### config.mk
export PLATFORM = sky130hd
export DESIGN_NAME = ksa32_block_accumulator_flat
export DESIGN_NICKNAME = d
export VERILOG_FILES = /design/src/rtl/ksa_acc_pkg.sv /design/src/rtl/ksa32_block_accumulator_if.sv /design/src/rtl/KSA32_top.sv /design/src/rtl/ksa32_block_accumulator.sv /design/src/flat_wrapper.sv
export SDC_FILE = /design/constraint.sdc
export NUM_CORES = 1
export LEC_CHECK = 0
export ABC_AREA = 1
export ABC_CLOCK_PERIOD_IN_PS = 3980
export CAP_MARGIN = 20
export CORE_MARGIN = 3
export CORE_UTILIZATION = 38
export CTS_CLUSTER_DIAMETER = 40
export DETAILED_ROUTE_END_ITERATION = 8
export DONT_BUFFER_PORTS = 1
export GPL_TIMING_DRIVEN = 0
export PLACE_DENSITY = 0.59
export SYNTH_ARGS = -nofsm -noshare
export SYNTH_HDL_FRONTEND = slang
export SYNTH_SLANG_ARGS = --single-unit
### constraint.sdc
create_clock -name clk -period 3.98 [get_ports clk]
set_clock_uncertainty 0.2 [all_clocks]
set_input_delay 0.597 -clock clk [delete_from_list [all_inputs] [get_ports clk]]
set_output_delay 0.597 -clock clk [all_outputs]
set_load 0.05 [all_outputs]
### src/rtl/ksa_acc_pkg.sv
// ---------------------------------------------------------------------------
// ksa_acc_pkg
// Shared definitions for the KSA32 block accumulator:
//   acc_state_e  - accumulator FSM states (ACCUM, EMIT)
//   SAT_POS/NEG  - signed saturation limits, used only when KSA_ACC_SAT_EN
//                  is defined
//   DEF_MAX_LEN  - default maximum block length
// ---------------------------------------------------------------------------
package ksa_acc_pkg;

    typedef enum logic [0:0] {
        ACCUM = 1'b0,
        EMIT  = 1'b1
    } acc_state_e;

    localparam logic [31:0] SAT_POS     = 32'h7FFF_FFFF;
    localparam logic [31:0] SAT_NEG     = 32'h8000_0000;
    localparam int          DEF_MAX_LEN = 256;

endpackage

### src/rtl/ksa32_block_accumulator_if.sv
// ---------------------------------------------------------------------------
// ksa32_block_accumulator_if
// Sample stream in, block result out.
//   in_valid/in_ready/in_data/in_last        : sample stream
//   out_valid/out_ready                      : result handshake
//   out_sum/out_count/out_cout/out_ovf       : block result
// master = producer/consumer side, slave = accumulator side.
// CNT_W must equal $clog2(MAX_LEN+1) of the attached accumulator.
// ---------------------------------------------------------------------------
interface ksa32_block_accumulator_if #(
    parameter int CNT_W = 9
);
    logic             in_valid;
    logic             in_ready;
    logic [31:0]      in_data;
    logic             in_last;
    logic             out_valid;
    logic             out_ready;
    logic [31:0]      out_sum;
    logic [CNT_W-1:0] out_count;
    logic             out_cout;
    logic             out_ovf;

    modport master (
        output in_valid, in_data, in_last, out_ready,
        input  in_ready, out_valid, out_sum, out_count, out_cout, out_ovf
    );

    modport slave (
        input  in_valid, in_data, in_last, out_ready,
        output in_ready, out_valid, out_sum, out_count, out_cout, out_ovf
    );
endinterface

### src/rtl/KSA32_top.sv
// ---------------------------------------------------------------------------
// KSA32_top
// 32-bit Kogge-Stone adder, carry-in fixed at 0.
//   a, b      in  32  operands
//   sum       out 32  a + b modulo 2^32
//   cout      out 1   carry out of bit 31 (unsigned wrap)
//   overflow  out 1   two's complement overflow
// ---------------------------------------------------------------------------
module KSA32_top (
    input  logic [31:0] a,
    input  logic [31:0] b,
    output logic [31:0] sum,
    output logic        cout,
    output logic        overflow
);
    // g[k]/p[k]: group generate/propagate after k prefix levels
    logic [31:0] g [0:5];
    logic [31:0] p [0:4];

    always_comb begin
        g[0] = a & b;
        p[0] = a ^ b;
        for (int k = 0; k < 5; k++) begin
            for (int i = 0; i < 32; i++) begin
                if (i >= (1 << k)) begin
                    g[k+1][i] = g[k][i] | (p[k][i] & g[k][i-(1<<k)]);
                end else begin
                    g[k+1][i] = g[k][i];
                end
            end
            if (k < 4) begin
                for (int i = 0; i < 32; i++) begin
                    if (i >= (1 << k)) begin
                        p[k+1][i] = p[k][i] & p[k][i-(1<<k)];
                    end else begin
                        p[k+1][i] = p[k][i];
                    end
                end
            end
        end
    end

    // g[5][i] is the carry into bit i+1
    assign sum      = p[0] ^ {g[5][30:0], 1'b0};
    assign cout     = g[5][31];
    assign overflow = g[5][31] ^ g[5][30];

endmodule

### src/rtl/ksa32_block_accumulator.sv
// ---------------------------------------------------------------------------
// ksa32_block_accumulator
// Sums up to MAX_LEN 32-bit samples per block through KSA32_top and emits
// the block total with sticky carry/overflow flags.
//   clk    in  1   clock, rising edge
//   rst_n  in  1   asynchronous active-low reset
//   bus    slave modport of ksa32_block_accumulator_if (sample stream in,
//          block result out)
// Optional build macro KSA_ACC_SAT_EN: signed saturation of the accumulator
// on overflow instead of modulo-2^32 wrap.
//
// state | meaning
// ------+---------------------------------------------------
// ACCUM | accepting samples into the running block
// EMIT  | block result presented, waiting for out_ready
// ---------------------------------------------------------------------------
module ksa32_block_accumulator
    import ksa_acc_pkg::*;
#(
    parameter int MAX_LEN = DEF_MAX_LEN
) (
    input  logic clk,
    input  logic rst_n,
    ksa32_block_accumulator_if.slave bus
);
    localparam int CNT_W = $clog2(MAX_LEN + 1);
    localparam logic [CNT_W-1:0] LEN_LIM = CNT_W'(MAX_LEN);

    localparam logic [0:0] ST_ACCUM = ACCUM;
    localparam logic [0:0] ST_EMIT  = EMIT;

    logic [0:0]       state;
    logic [31:0]      acc;
    logic [CNT_W-1:0] count;
    logic             cout_sticky;
    logic             ovf_sticky;

    logic [31:0]      res_sum;
    logic [CNT_W-1:0] res_count;
    logic             res_cout;
    logic             res_ovf;

    logic [31:0]      add_a;
    logic [31:0]      add_sum;
    logic             add_cout;
    logic             add_ovf;

    logic             beat;
    logic             first;
    logic             close;
    logic [CNT_W-1:0] count_nxt;
    logic [31:0]      acc_nxt;
    logic             cout_nxt;
    logic             ovf_nxt;

    // The first sample of a block starts from zero, so acc needs no clear.
    assign first = (count == '0);
    assign add_a = first ? 32'h0 : acc;

    KSA32_top u_ksa (
        .a        (add_a),
        .b        (bus.in_data),
        .sum      (add_sum),
        .cout     (add_cout),
        .overflow (add_ovf)
    );

    assign beat      = bus.in_valid && (state == ST_ACCUM);
    assign count_nxt = count + 1'b1;
    assign close     = bus.in_last || (count_nxt == LEN_LIM);
    assign cout_nxt  = first ? add_cout : (cout_sticky | add_cout);
    assign ovf_nxt   = first ? add_ovf  : (ovf_sticky  | add_ovf);

`ifdef KSA_ACC_SAT_EN
    assign acc_nxt = add_ovf ? (bus.in_data[31] ? SAT_NEG : SAT_POS) : add_sum;
`else
    assign acc_nxt = add_sum;
`endif

    always_ff @(posedge clk or negedge rst_n) begin
        if (!rst_n) begin
            state       <= ST_ACCUM;
            acc         <= '0;
            count       <= '0;
            cout_sticky <= 1'b0;
            ovf_sticky  <= 1'b0;
            res_sum     <= '0;
            res_count   <= '0;
            res_cout    <= 1'b0;
            res_ovf     <= 1'b0;
        end else if (state == ST_ACCUM) begin
            if (beat) begin
                acc         <= acc_nxt;
                count       <= count_nxt;
                cout_sticky <= cout_nxt;
                ovf_sticky  <= ovf_nxt;
                if (close) begin
                    res_sum   <= acc_nxt;
                    res_count <= count_nxt;
                    res_cout  <= cout_nxt;
                    res_ovf   <= ovf_nxt;
                    state     <= ST_EMIT;
                end
            end
        end else begin
            if (bus.out_ready) begin
                state       <= ST_ACCUM;
                count       <= '0;
                cout_sticky <= 1'b0;
                ovf_sticky  <= 1'b0;
            end
        end
    end

    // Handshake outputs decode state directly so reset drops out_valid at once.
    assign bus.in_ready  = (state == ST_ACCUM);
    assign bus.out_valid = (state == ST_EMIT);
    assign bus.out_sum   = res_sum;
    assign bus.out_count = res_count;
    assign bus.out_cout  = res_cout;
    assign bus.out_ovf   = res_ovf;

endmodule

### src/flat_wrapper.sv
// flat-port wrapper written by rule: the top's interface ports become plain ports
module ksa32_block_accumulator_flat import ksa_acc_pkg::*;
#(
    parameter int MAX_LEN = DEF_MAX_LEN
)
  (clk, rst_n, bus_in_valid, bus_in_data, bus_in_last, bus_out_ready, bus_in_ready, bus_out_valid, bus_out_sum, bus_out_count, bus_out_cout, bus_out_ovf);
  ksa32_block_accumulator_if #(.CNT_W(($clog2(MAX_LEN + 1)))) bus_i ();
  input  logic clk;
  input  logic rst_n;
  input wire logic [$bits(bus_i.in_valid)-1:0] bus_in_valid;
  input wire logic [$bits(bus_i.in_data)-1:0] bus_in_data;
  input wire logic [$bits(bus_i.in_last)-1:0] bus_in_last;
  input wire logic [$bits(bus_i.out_ready)-1:0] bus_out_ready;
  output wire logic [$bits(bus_i.in_ready)-1:0] bus_in_ready;
  output wire logic [$bits(bus_i.out_valid)-1:0] bus_out_valid;
  output wire logic [$bits(bus_i.out_sum)-1:0] bus_out_sum;
  output wire logic [$bits(bus_i.out_count)-1:0] bus_out_count;
  output wire logic [$bits(bus_i.out_cout)-1:0] bus_out_cout;
  output wire logic [$bits(bus_i.out_ovf)-1:0] bus_out_ovf;
  assign bus_i.in_valid = bus_in_valid;
  assign bus_i.in_data = bus_in_data;
  assign bus_i.in_last = bus_in_last;
  assign bus_i.out_ready = bus_out_ready;
  assign bus_in_ready = bus_i.in_ready;
  assign bus_out_valid = bus_i.out_valid;
  assign bus_out_sum = bus_i.out_sum;
  assign bus_out_count = bus_i.out_count;
  assign bus_out_cout = bus_i.out_cout;
  assign bus_out_ovf = bus_i.out_ovf;
  ksa32_block_accumulator #(.MAX_LEN(MAX_LEN)) u_core (.clk(clk), .rst_n(rst_n), .bus(bus_i));
endmodule
**Word-level counts from Yosys, hierarchy flattened**

Cells that the tools add are included.
W data, S select, Z words.

- Add/subtract/negate cells: 1
- Eq/ne operators: 2
- Multiplexer cells: 15
- Bitwise gates (word level): 363
- Reductions and logical operators: 7

Operators with widths:

| cell | number |
|---|---|
| $and A1 B1 Y1 | 227 |
| $or A1 B1 Y1 | 131 |
| $xor A32 B32 Y32 | 2 |
| $and A32 B32 Y32 | 1 |
| $mux W32 | 1 |
| $mux W9 | 3 |
| $mux W1 | 11 |
| $add A9 B1 Y9 const B | 1 |
| $eq A9 B9 Y1 const B | 1 |
| $logic_not A9 Y1 | 1 |
| $reduce_and A2 Y1 | 2 |
| $reduce_and A3 Y1 | 1 |
| $ne A2 B2 Y1 const B | 1 |
| $reduce_bool A2 Y1 | 1 |
| $logic_and A1 B1 Y1 | 1 |
| $logic_or A1 B1 Y1 | 1 |
| $not A1 Y1 | 1 |
| $xor A1 B1 Y1 | 1 |

- Register bits: 87
- Input port bits: 37
- Word-level logic and storage cells: 397

**Longest topological paths before layout**

- Depth after elaboration: 18
- Depth in mapped cells: 22

**By module**

A second synthesis with hierarchy kept.

- Cells, all modules: 952
- Area total of the unflattened synthesis: 6,197.2 um^2

Modules (own cells, without submodules):

| module | times used | cells an instance | area an instance (um^2) | sequential area each (um^2) |
|---|---|---|---|---|
| ksa32_block_accumulator | 1 | 457 | 3,788.6 | 2,177.1 |
| KSA32_top | 1 | 495 | 2,408.6 | 0.0 |

**Worst setup path before layout**

OpenSTA, ideal clock, no wires.

- Kind: flip-flop to flip-flop
- Start: register u_core.count[0]
- End: register u_core.acc[30]
- Setup time: 0.117 ns
- Arrival: 2.841 ns
- Path slack: 0.822 ns
- Stages on the path, launching flop included: 22
- Buffers on the path: 1
- Clock period less this slack: 3.158 ns
- Cell sequence: dfrtp_1 > inv_1 > ha_1 > nand4_1 > inv_1 > clkbuf_1 > nor2_1 > ha_1 > inv_1 > fa_1 > inv_1 > nand2_1 > nand2_1 > nand2_1 > o21ai_0 > nand2_1 > nand2_1 > nand2_1 > nand3_1 > nand2_1 > nand2_1 > nand2_1

- Word-level cells in the longest chain between the ends: 13

RTL lines:

| element | line | RTL |
|---|---|---|
| start: declaration | ksa32_block_accumulator.sv:34 | `logic [CNT_W-1:0] count;` |
| start signal: assignment | ksa32_block_accumulator.sv:94 | `count <= count_nxt;` |
| $logic_not A9 Y1 * | ksa32_block_accumulator.sv:57 | `assign first = (count == '0);` |
| $mux W32 * | ksa32_block_accumulator.sv:58 | `assign add_a = first ? 32'h0 : acc;` |
| $xor A32 B32 Y32 or $and A32 B32 Y32 (tied branches) | KSA32_top.sv:22, KSA32_top.sv:21 |  |
| $and A1 B1 Y1 | KSA32_top.sv:26 | `g[k+1][i] = g[k][i] \| (p[k][i] & g[k][i-(1<<k)]);` |
| $or A1 B1 Y1 | KSA32_top.sv:26 |  |
| $and A1 B1 Y1 | KSA32_top.sv:26 |  |
| $or A1 B1 Y1 | KSA32_top.sv:26 |  |
| $and A1 B1 Y1 or $or A1 B1 Y1 (tied branches) | KSA32_top.sv:26 |  |
| $or A1 B1 Y1 or $and A1 B1 Y1 (tied branches) | KSA32_top.sv:26 |  |
| $and A1 B1 Y1 or $or A1 B1 Y1 (tied branches) | KSA32_top.sv:26 |  |
| $or A1 B1 Y1 or $and A1 B1 Y1 (tied branches) | KSA32_top.sv:26 |  |
| $or A1 B1 Y1 | KSA32_top.sv:26 |  |
| $xor A32 B32 Y32 * | KSA32_top.sv:44 | `assign sum = p[0] ^ {g[5][30:0], 1'b0};` |
| end signal: assignment | ksa32_block_accumulator.sv:93 | `acc <= acc_nxt;` |
| end: declaration | ksa32_block_accumulator.sv:33 | `logic [31:0] acc;` |

Every way passes the cells marked *; elsewhere a longest branch is shown, timed or not.
A chain may end at the register's enable or synchronous reset.

**Worst setup path after layout**

- Start: register u_core.count[0]
- End: register u_core.acc[26]

- Word-level cells in the longest chain between the ends: 13

RTL lines:

| element | line |
|---|---|
| $logic_not A9 Y1 * | ksa32_block_accumulator.sv:57 |
| $mux W32 * | ksa32_block_accumulator.sv:58 |
| $xor A32 B32 Y32 or $and A32 B32 Y32 (tied branches) | KSA32_top.sv:22, KSA32_top.sv:21 |
| $and A1 B1 Y1 | KSA32_top.sv:26 |
| $or A1 B1 Y1 | KSA32_top.sv:26 |
| $and A1 B1 Y1 | KSA32_top.sv:26 |
| $or A1 B1 Y1 | KSA32_top.sv:26 |
| $and A1 B1 Y1 | KSA32_top.sv:26 |
| $or A1 B1 Y1 | KSA32_top.sv:26 |
| $and A1 B1 Y1 or $or A1 B1 Y1 (tied branches) | KSA32_top.sv:26 |
| $or A1 B1 Y1 or $and A1 B1 Y1 (tied branches) | KSA32_top.sv:26 |
| $or A1 B1 Y1 | KSA32_top.sv:26 |
| $xor A32 B32 Y32 * | KSA32_top.sv:44 |

Marks and branches as above.

==> results_dict.tcl <==
set metrics [dict create \
    internal_power_uw 2712 \
    syn_nets 948 \
    grt_first_pass_wirelength_mm 27.10 \
    synth_flop_cell "dfrtp_1" \
    globalplace.congestion 0.8915 \
    port_buffers 0 \
    pin_count 82 \
    yosysUniqueCellTypes 29 \
    cts_sinks 87 \
    cp.arrival_ps 3720 \
    finalHoldViolCount 0 \
    cp_data_required_time_ps 4020 \
    tightest_slew_ps 670.2 \
    die_w_um 131.1 \
    setup_viol 0 \
    fill_cells 1622 \
    slew_viol_final 0 \
    syn2layout_area_growth_pct 9.928 \
    fmaxAchievable_mhz 271.7 \
    ys_seq_elements 87 \
    clkTransAtPathRegs_ps 70 \
    syn_area_per_cell_um2 6.798 \
    cts_max_level 3 \
    synth.most_common_cell "nand2_1" \
    num_vias 5301 \
    yosysTopAreaCell "dfrtp_1" \
    combinationalPowerShare_pct 52.2 \
    p_clk_share_pct 13.1 \
    highest_layer "met4" \
    drtIter0Drc 426 \
    p_total_uw 6056 \
    gr-usage-all-layers_pct 19.75 \
    outcome "finished clean" \
    finalCritPeriodShare_pct 92.49 \
    maxCapViolations 0 \
    wl_met1_mm 7.907 \
    wl_mm 16.63 \
    synth_edf_count 0 \
    netlist_area_um2 5948 \
    leakagePower_uw 0.003550 \
    fp.dieH_um 131.1 \
    maxSlewHeadroom_pct 55.32 \
    fin_area_um2 6539 \
    hold_class "input port to register" \
    synth_common_cells "nand2_1, inv_1, dfrtp_1, nor2_1, o21ai_0" \
    wire_per_inst_um 15.06 \
    synthArstFlopShare_pct 100.0 \
    max-vdd-ir-drop_uv 297.2 \
    end_kind "register" \
    firstDrtPassIters 5 \
    grt_max_degree 88 \
    num_antenna_cells 0 \
    grt_overflow 0 \
    p_sw_uw 3344 \
    clk_latency_ps 350 \
    p_seq_share_pct 34.7 \
    reg2reg_setup_slack_ps 300 \
    post-cts-setup-buffer-count 0 \
    drc 0 \
    crit_fanout 10 \
    nNetsFinal 961 \
    yosys-top-cells-area "dfrtp_1, nand2_1, inv_1" \
    synth.top_cell.area_share_pct 36.60 \
    swShare_pct 55.22 \
    finalCriticalPeriod_ps 3681 \
    cts_tree "done" \
    wl_met2_mm 7.365 \
    synth-seq-area-share_pct 36.60 \
    layout-drive-gt1-share_pct 5.599 \
    cts-root-buf "clkbuf_16" \
    initial_core_util_pct 38.98 \
    synth_warnings 0 \
    antenna_found_initial 0 \
    setup_tns_ps 0 \
    syn_inst 875 \
    vias_per_cell 4.802 \
    place_area_um2 6212 \
    dr_wl_met3_mm 1.054 \
    pre_cts_ws_ps -238.8 \
    rsz0062_at_grt "no" \
    core.rowCount 45 \
    numCtsBuffers 9 \
    place_hpwl_mm 13.25 \
    crit_type "register to register" \
    fp.coreArea_um2 15260 \
    setup.worst_path.start_class "register" \
    dieArea_um2 17190 \
    cts_max_path_buffers 2 \
    ant_nets 0 \
    powerDensity_nw_per_um2 926.2 \
    grt_pass1_vias 5069 \
    worst_slack_ps 299.1 \
]
## placed cells by master (no fill, tap or decap), types with 7 or more instances in the layout
master and count:
buf_6 7, nand2_1 343, dfrtp_1 86, o21ai_0 36, nand3_1 28, xor2_1 13, a21oi_1 33, ha_1 35
o21bai_1 10, nor3_1 10, nor2_1 79, clkbuf_16 9, nand4_1 14, inv_1 123, o21ai_2 15
## power by group through the flow
stage / clock [uW] / sequential (uW) / combinational, uW
floorplan: 0 / 2050 / 2360
global placement: 0 / 2110 / 3090
detailed placement: 0 / 2120 / 3100
CTS: 814 / 2100 / 3150
global route: 860 / 2150 / 3620
finish: 793 / 2100 / 3160
## worst max-delay path: stages, from the launching register on
cell     delay, ps
dfrtp_2        450
inv_1           70
ha_1           190
nand4_1        190
inv_1          140
buf_2          230
nor2_1         110
ha_1           220
inv_1           70
fa_1           370
inv_1          110
nand2_1         70
nand2_1         80
nand2_1         90
o21ai_2        250
nand2_1         90
nand2_1        150
nand2_1        100
nand4_1         90
nand2_1        130
nand2_1         80
nand2_1         60
## layout make-up
cell class                 instances  area, um^2  area share, %
tap                              211       264.0          4.038
timing repair buffer               2       37.54         0.5741
buffer                            20       142.6          2.181
clock buffer                       9       225.2          3.444
inverter                         123       461.7          7.061
multi-input combinational        645        3182          48.66
sequential                        87        2178          33.31
clock inverter                     7       47.55         0.7271
## cells by family (layout without fill, tap and decap cells)
| family | Yosys count | count (layout) | share of synthesized area [%] |
|---|---|---|---|
| xor gates and xnor gates | 19 | 19 | 2.798 |
| adders and majority gates | 36 | 36 | 7.699 |
| AOI/OAI and AO/OA | 107 | 107 | 10.48 |
| and+or+nand+nor | 483 | 483 | 32.33 |
| buffers and inverters | 143 | 161 | 10.10 |
| DFF | 87 | 87 | 36.60 |
## sequential cells by signal (all words and copies together), names as in the netlist, 9 cells and up
name,count
u_core.bus.out_count,9
u_core.bus.out_sum,32
u_core.acc,32
u_core.count,9
## routing by layer
| metal | global-route usage (%) | vias to the layer above |
|---|---|---|
| met5 | 0 | - |
| met4 | 5.659 | 0 |
| met3 | 5.551 | 17 |
| met2 | 30.67 | 109 |
| met1 | 27.05 | 2424 |
| li1 | - | 2751 |
## per-stage QoR
step | hold WS [ps] | cells | util [%]
after detailed placement | 106.2 | 1086 | 40.71
after global routing | 114.8 | 1104 | 42.85
final | 130.2 | 1104 | 42.85
after global placement | 107.1 | 1086 | 40.71
after floorplan | 101.4 | 875 | -
after CTS | 121.1 | 1104 | 42.77
## final timing paths
kind                                                  start                              to  depth (start not counted)
worst min-delay path                          bus_out_ready  u_core.bus.out_valid$_DFF_PN0_                          1
worst max register to register  u_core.count[0]$_DFFE_PN0P_      u_core.acc[26]$_DFFE_PN0P_                         21
worst min register to register   u_core.acc[30]$_DFFE_PN0P_      u_core.acc[30]$_DFFE_PN0P_                          2
worst max-delay path            u_core.count[0]$_DFFE_PN0P_      u_core.acc[26]$_DFFE_PN0P_                         21
max in group asynchronous                             rst_n     u_core.count[0]$_DFFE_PN0P_                          2
min in group asynchronous                             rst_n      u_core.acc[12]$_DFFE_PN0P_                          2
## repair_timing
action,in CTS,in global routing
resized for setup,2,11
hold buffers,2,0
pin swaps,0,1
hold endpoints to repair,87,0
setup endpoints to repair,10,46
(Power assumes the default switching activity.)
